### config.mk
export PLATFORM = sky130hd
export DESIGN_NAME = if_fetch_queue
export DESIGN_NICKNAME = d
export VERILOG_FILES = /design/src/rtl/if_fetch_queue.sv
export SDC_FILE = /design/constraint.sdc
export NUM_CORES = 1
export LEC_CHECK = 0
export CAP_MARGIN = 20
export CORE_MARGIN = 3
export CORE_UTILIZATION = 40
export DETAILED_ROUTE_END_ITERATION = 8
export PLACE_DENSITY_LB_ADDON = 0.08
export SLEW_MARGIN = 20
export SYNTH_ARGS = -nofsm -noshare
export SYNTH_HDL_FRONTEND = slang
export SYNTH_SLANG_ARGS = --single-unit
### constraint.sdc
create_clock -name CLK -period 3.6 [get_ports CLK]
set_clock_uncertainty 0.1 [all_clocks]
set_input_delay 0.72 -clock CLK [delete_from_list [all_inputs] [get_ports CLK]]
set_output_delay 0.72 -clock CLK [all_outputs]
set_load 0.02 [all_outputs]
### src/rtl/if_fetch_queue.sv
// FWFT queue behind the IF/ID register: a word written on edge N is at the head during cycle N+1.
// Decode stalls via rd_ready=0; no_new_fetch asserts at AFULL so the in-flight word still fits.
module if_fetch_queue #(
  parameter int DEPTH = 4,
  parameter int AW    = 2,
  parameter int AFULL = 3
) (
  input  logic          CLK,
  input  logic          RESET,
  input  logic          FREEZE,
  input  logic          FLUSH,
  input  logic          wr_valid,
  input  logic [31:0]   Instr_in,
  input  logic [31:0]   PCA_in,
  input  logic [31:0]   CIA_in,
  input  logic          rd_ready,
  output logic [31:0]   Instr_out,
  output logic [31:0]   PCA_out,
  output logic [31:0]   CIA_out,
  output logic          valid_out,
  output logic          no_new_fetch,
  output logic [AW:0]   count,
  output logic          ovf_err
);

  typedef struct packed {
    logic [31:0] instr;
    logic [31:0] pca;
    logic [31:0] cia;
  } word_t;

  localparam logic [AW:0] FULL_CNT  = (AW+1)'(DEPTH);
  localparam logic [AW:0] AFULL_CNT = (AW+1)'(AFULL);

  word_t         mem_q [DEPTH];
  word_t         mem_d [DEPTH];
  logic [AW-1:0] wr_ptr_q, wr_ptr_d;
  logic [AW-1:0] rd_ptr_q, rd_ptr_d;
  logic [AW:0]   count_q, count_d;
  logic          ovf_err_q, ovf_err_d;
  logic          do_rd, do_wr;
  word_t         head;

  always_comb begin
    mem_d     = mem_q;
    wr_ptr_d  = wr_ptr_q;
    rd_ptr_d  = rd_ptr_q;
    count_d   = count_q;
    ovf_err_d = ovf_err_q;
    do_rd     = 1'b0;
    do_wr     = 1'b0;
    if (!FREEZE) begin
      if (FLUSH) begin
        wr_ptr_d = '0;
        rd_ptr_d = '0;
        count_d  = '0;
      end else begin
        do_rd = rd_ready && (count_q != '0);
        // A read in the same cycle frees the slot, so a full queue still accepts.
        do_wr = wr_valid && ((count_q < FULL_CNT) || do_rd);
        if (wr_valid && !do_wr)
          ovf_err_d = 1'b1;
        if (do_wr) begin
          mem_d[wr_ptr_q] = '{instr: Instr_in, pca: PCA_in, cia: CIA_in};
          wr_ptr_d        = wr_ptr_q + AW'(1);
        end
        if (do_rd)
          rd_ptr_d = rd_ptr_q + AW'(1);
        if (do_wr && !do_rd)
          count_d = count_q + (AW+1)'(1);
        else if (do_rd && !do_wr)
          count_d = count_q - (AW+1)'(1);
      end
    end
  end

  always_ff @(posedge CLK or negedge RESET) begin
    if (!RESET) begin
      for (int i = 0; i < DEPTH; i++)
        mem_q[i] <= '0;
      wr_ptr_q  <= '0;
      rd_ptr_q  <= '0;
      count_q   <= '0;
      ovf_err_q <= 1'b0;
    end else begin
      mem_q     <= mem_d;
      wr_ptr_q  <= wr_ptr_d;
      rd_ptr_q  <= rd_ptr_d;
      count_q   <= count_d;
      ovf_err_q <= ovf_err_d;
    end
  end

  always_comb begin
    head = '0;
    if (count_q != '0)
      head = mem_q[rd_ptr_q];
  end

  assign Instr_out    = head.instr;
  assign PCA_out      = head.pca;
  assign CIA_out      = head.cia;
  assign valid_out    = (count_q != '0);
  assign no_new_fetch = (count_q >= AFULL_CNT);
  assign count        = count_q;
  assign ovf_err      = ovf_err_q;

endmodule

# After elaboration in Yosys (flattened, before gate mapping)
# Cells that the tools add are included.
[totals] out_inout_bits=102 elab_cells=61 regBits=392 in_bits=102
[op_classes] add_sub_neg=4 n_reduce_logical=18 n_mux=14 n_lt_le_gt_ge=5 n_bitwise=4
[ops] op="bitwise mux 384 bit" count=1
[ops] op="2-to-1 mux 96 bit" count=4
[ops] op="binary-select mux 96 bit (select 2 bit)" count=1
[ops] op="demux 96 bit (select 2 bit)" count=1
[ops] op="2-to-1 mux 3 bit" count=3
[ops] op="2-to-1 mux 2 bit" count=4
[ops] op=">= comparator 3 bit, second input constant" count=2
[ops] op="logical AND 1 bit" count=6
[ops] op="inverter 2 -> 3 bit" count=2
[ops] op="AND reduction 2 bit" count=3
[ops] op="AND reduction 3 bit" count=2
[ops] op="nonzero test 3 bit" count=2
[ops] op="adder 2 x 1 -> 2 bit, second input constant" count=2
[ops] op="nonzero test 2 bit" count=2
[ops] op="adder 3 x 1 -> 3 bit, second input constant" count=1
[ops] op=">= comparator 3 x 2 -> 1 bit, second input constant" count=1
[ops] op="less-than comparator 3 x 1 -> 1 bit, second input constant" count=1
[ops] op="less-than comparator 3 bit, second input constant" count=1
[ops] op="subtractor 3 x 1 -> 3 bit, second input constant" count=1
[ops] op="logical NOT 1 bit" count=2
[ops] op="inverter 1 bit" count=2
[ops] op="logical OR 1 bit" count=1

# Depth between registers and ports, before layout
[logic_depth] word_depth=9 depth_mapped=8

# Least setup slack after synthesis
# No wires, ideal clock.
[synth_timing] kind="reg-to-output" from="reg rd_ptr_q[0]" to="out PCA_out[1]" path_buffers=2 path_stages_with_launch=5 path_slack_ps=1063 arrival_time_ps=1717 cell_sequence="dfrtp_1 -> clkbuf_1 -> buf_1 -> mux4_2 -> and2_1"
[synth_via] elab_chain_len=5
[synth_rtl] item="start, declared" line="38" rtl="logic [AW-1:0] rd_ptr_q, rd_ptr_d;"
[synth_rtl] item="start signal, assigned" line="88" rtl="rd_ptr_q <= rd_ptr_d;"
[synth_rtl] item="inverter 2 -> 3 bit (not written as such)" line="97" rtl="head = mem_q[rd_ptr_q];"
[synth_rtl] item="binary-select mux 96 bit (select 2 bit)" line="97"
[synth_rtl] item="2-to-1 mux 96 bit (not written as such) (2 in a row)" line="97"
[synth_rtl] item="2-to-1 mux 96 bit" line="96" rtl="if (count_q != '0)"
[synth_rtl] item="end, declared" line="18" rtl="output logic [31:0] PCA_out,"
# Every way passes these cells. The select of a mux whose other input is x is not followed.

# Worst setup path in the final report
[layout_timing] from="reg rd_ptr_q[0]" to="out Instr_out[15]"
[layout_via] elab_chain_len=5
[layout_rtl] item="inverter 2 -> 3 bit (not written as such)" line="97"
[layout_rtl] item="binary-select mux 96 bit (select 2 bit)" line="97"
[layout_rtl] item="2-to-1 mux 96 bit (not written as such) (2 in a row)" line="97"
[layout_rtl] item="2-to-1 mux 96 bit" line="96"
[layout_rtl] item="end, declared" line="17" rtl="output logic [31:0] Instr_out,"
# Every way passes these cells. The select of a mux whose other input is x is not followed.

==> flow_metrics.py <==
metrics = {
    "cts": {
        "clk_latency_ns": 0.55,
        "clock_path_buffers": 3,
        "cts-buffers-inserted": 45,
        "clkTransAtPathRegs_ns": 0.05,
        "clkSinkCount": 392,
        "root_buffer": "clkbuf_16",
        "tritoncts": "done",
        "cts.htree.levels": 2,
    },
    "power": {
        "p_total_w": 0.0196,
        "power.leakage_nw": 10.4,
        "vdd.ir_drop.worst_v": 0.000466,
        "powerDensity_nw_per_um2": 864,
    },
    "finish": {
        "regArea_sq_um": 9820,
        "fin_util_pct": 50.6,
        "multi_input_area_sq_um": 8080,
        "post_route_cells_drive_above_1_share_pct": 44.1,
        "fillers": 3829,
        "nets": 1413,
        "final_area_sq_um": 22600,
        "synthToLayoutAreaGrowth_pct": 23.5,
    },
    "synth": {
        "yosysWarnings": 0,
        "async_flop_share_pct": 100,
        "syn_nets": 1205,
        "synth.largest_area_cell": "dfrtp_1",
        "syn_inst": 1098,
        "synth_fa_ha_area_share_pct": 0.382,
        "synth_compound_area_share_pct": 0.778,
        "synth_top_family_by_area": "multiplexers",
        "synth.distinct_cells": 31,
        "synth_xor_area_share_pct": 0,
        "syn_area_per_cell_sq_um": 16.7,
        "synth.yosys.seq_area_share_pct": 53.5,
        "ys_ff_latch": 392,
        "synth_area_leaders": "dfrtp_1 54%, mux2_2 14%, mux2_4 13%",
        "ys.flop_type": "dfrtp_1",
        "synth.most_common_cell": "dfrtp_1",
        "synth_top_area_share_pct": 53.5,
        "syn_area_sq_um": 18300,
        "yosys-top-cells-count": "392 x dfrtp_1, 225 x mux2_2, 160 x mux2_4",
        "synthSimpleGateAreaFrac_pct": 3.83,
        "synth_edf_count": 0,
        "synthMuxAreaShare_pct": 38.8,
    },
    "drt": {
        "detail_route.wl_per_cell_microns": 22.1,
        "routed_wirelength_microns": 42600,
        "vias": 10100,
        "drt_iter0_drc": 438,
        "drcViolationCount": 0,
        "first_pass_iters": 4,
        "ant_nets": 0,
        "via_per_inst": 5.23,
    },
    "worst_setup_path": {
        "slowest_stage": "mux4_2",
        "crit_path_end_kind": "primary output",
        "start_kind": "flop",
        "crit_start": "rd_ptr_q[0]",
        "slowest_delay_ns": 0.62,
        "cp_max_fo": 31,
        "cp.required_ns": 2.78,
        "path_class": "flop to primary output",
        "r2r-start": "count[1]",
        "critPathBufInv": 2,
        "arrival_ns": 2.69,
        "crit_chain": "buf_12 > mux4_2 > and2_1 > clkdlybuf4s50_1",
        "cp_top_family": "buffers and inverters",
    },
    "grt": {
        "grt_pass1_vias": 11400,
        "grt_overflow": 0,
        "grt_first_pass_wirelength_microns": 68100,
        "antenna_found_initial": 8,
        "track_usage_pct": 18.3,
        "grt_max_degree": 101,
    },
    "timing": {
        "worst_slew_pin_slew_ns": 0.561,
        "finalHoldViolations": 0,
        "max_slew_margin_pct": 62.6,
        "fin_crit_sh_pct": 97.4,
        "grt_setup_unrepaired": "true",
        "postLayoutSetupSlackWorst_ns": 0.0937,
        "setup_viol": 0,
        "worst_hold_slack_ns": 0.384,
        "max_clock_freq_mhz": 285,
        "fin_crit_ns": 3.51,
        "maxSlewViolCount": 0,
    },
    "die": {
        "num_rows": 77,
        "start_util_pct": 41.0,
        "die_w_microns": 220,
        "ioPinCount": 204,
        "die-area_sq_um": 48400,
        "core_region_area_sq_um": 44700,
        "chipHeight_microns": 220,
    },
    "placement": {
        "gp_congestion": 0.705,
        "dp_slack_ns": 0.398,
        "postPlaceCellArea_sq_um": 21200,
        "dp_hpwl_microns": 26500,
        "io_buffer_count": 203,
    },
    "job": {
        "drv_cap": 0,
    },
    "worst_hold_path": {
        "worstHoldStart": "ovf_err",
        "hold_class": "flop to flop",
    },
    "outcome": {
        "status": "complete, no violations",
    },
}
cell families after synthesis:
kind of cell	Yosys count
DFF	392
and+or+nand+nor	114
buffers and inverters	82
muxes	482
adders and majority gates	5
AOI/OAI and AO/OA	23
final cells by class:
type | count | area share [%]
diodes | 3 | 0.0332
clock buffers | 65 | 5.79
clock inverters | 8 | 0.299
inverters | 5 | 0.0829
multi-input cells | 624 | 35.7
flip-flops and latches | 392 | 43.4
well taps | 592 | 3.27
repair buffers | 238 | 11.4
power breakdown:
part	switching (W)	internal, W
logic	0.00322	0.00483
clock network	0.00177	0.00257
registers	0.000938	0.00623
layout by cell type, fill, tap and decap left out, types with 2 or more instances in the layout:
master / synthesis / routed
clkdlybuf4s50_1: 0 / 196
clkbuf_8: 0 / 11
ha_1: 4 / 4
buf_12: 0 / 20
inv_1: 5 / 5
clkbuf_1: 22 / 9
o31ai_1: 6 / 6
nand2b_1: 2 / 2
nand2_1: 4 / 4
dfrtp_4: 0 / 2
nand2_8: 0 / 4
a21oi_1: 4 / 4
buf_4: 1 / 13
nor2b_1: 3 / 3
mux4_2: 96 / 96
mux2_4: 160 / 160
clkinv_2: 0 / 6
mux2_2: 225 / 225
dlymetal6s2s_1: 0 / 6
o21ai_0: 8 / 8
clkbuf_16: 0 / 45
and2_1: 96 / 96
dfrtp_1: 392 / 390
diode_2: 0 / 3
metrics by stage:
stage	instances	TNS, ns
floorplan	1098	0
global placement	1850	0
detailed placement	1850	0
CTS	1924	0
global route	1925	-0.00871
finish	1927	0
final timing paths:
kind / depth (start not counted) / end / slack [ns]
setup / recovery: 4 / Instr_out[15] / 0.09
hold / removal: 1 / ovf_err / 0.38
setup reg to reg: 7 / count[2] / 1.31
hold reg to reg: 1 / ovf_err / 0.38
max in group asynchronous: 4 / mem_q[330] / 1.74
min in group asynchronous: 2 / mem_q[262] / 0.53
sequential cells by signal, summed over array words and instances (netlist names):
signal / cells
mem_q: 384
ovf_err: 1
wr_ptr_q: 2
count: 3
rd_ptr_q: 2
per-layer routing:
| layer | track usage (%) | routed length, microns | up-vias |
|---|---|---|---|
| met5 | 0 | 62 | - |
| met2 | 28.6 | 19700 | 175 |
| met4 | 5.80 | 1030 | 10 |
| li1 | - | - | 4423 |
| met1 | 25.6 | 19700 | 5396 |
| met3 | 3.90 | 2130 | 74 |
timing repair:
item | in CTS | in global routing
gates cloned | 0 | 0
endpoints found under the setup margin | 1 | 7
gates resized for setup | 1 | 6
hold endpoints to repair | 34 | 0
buffers inserted | 0 | 0
hold buffers | 1 | 0
Power figures use the tool's default switching activity.
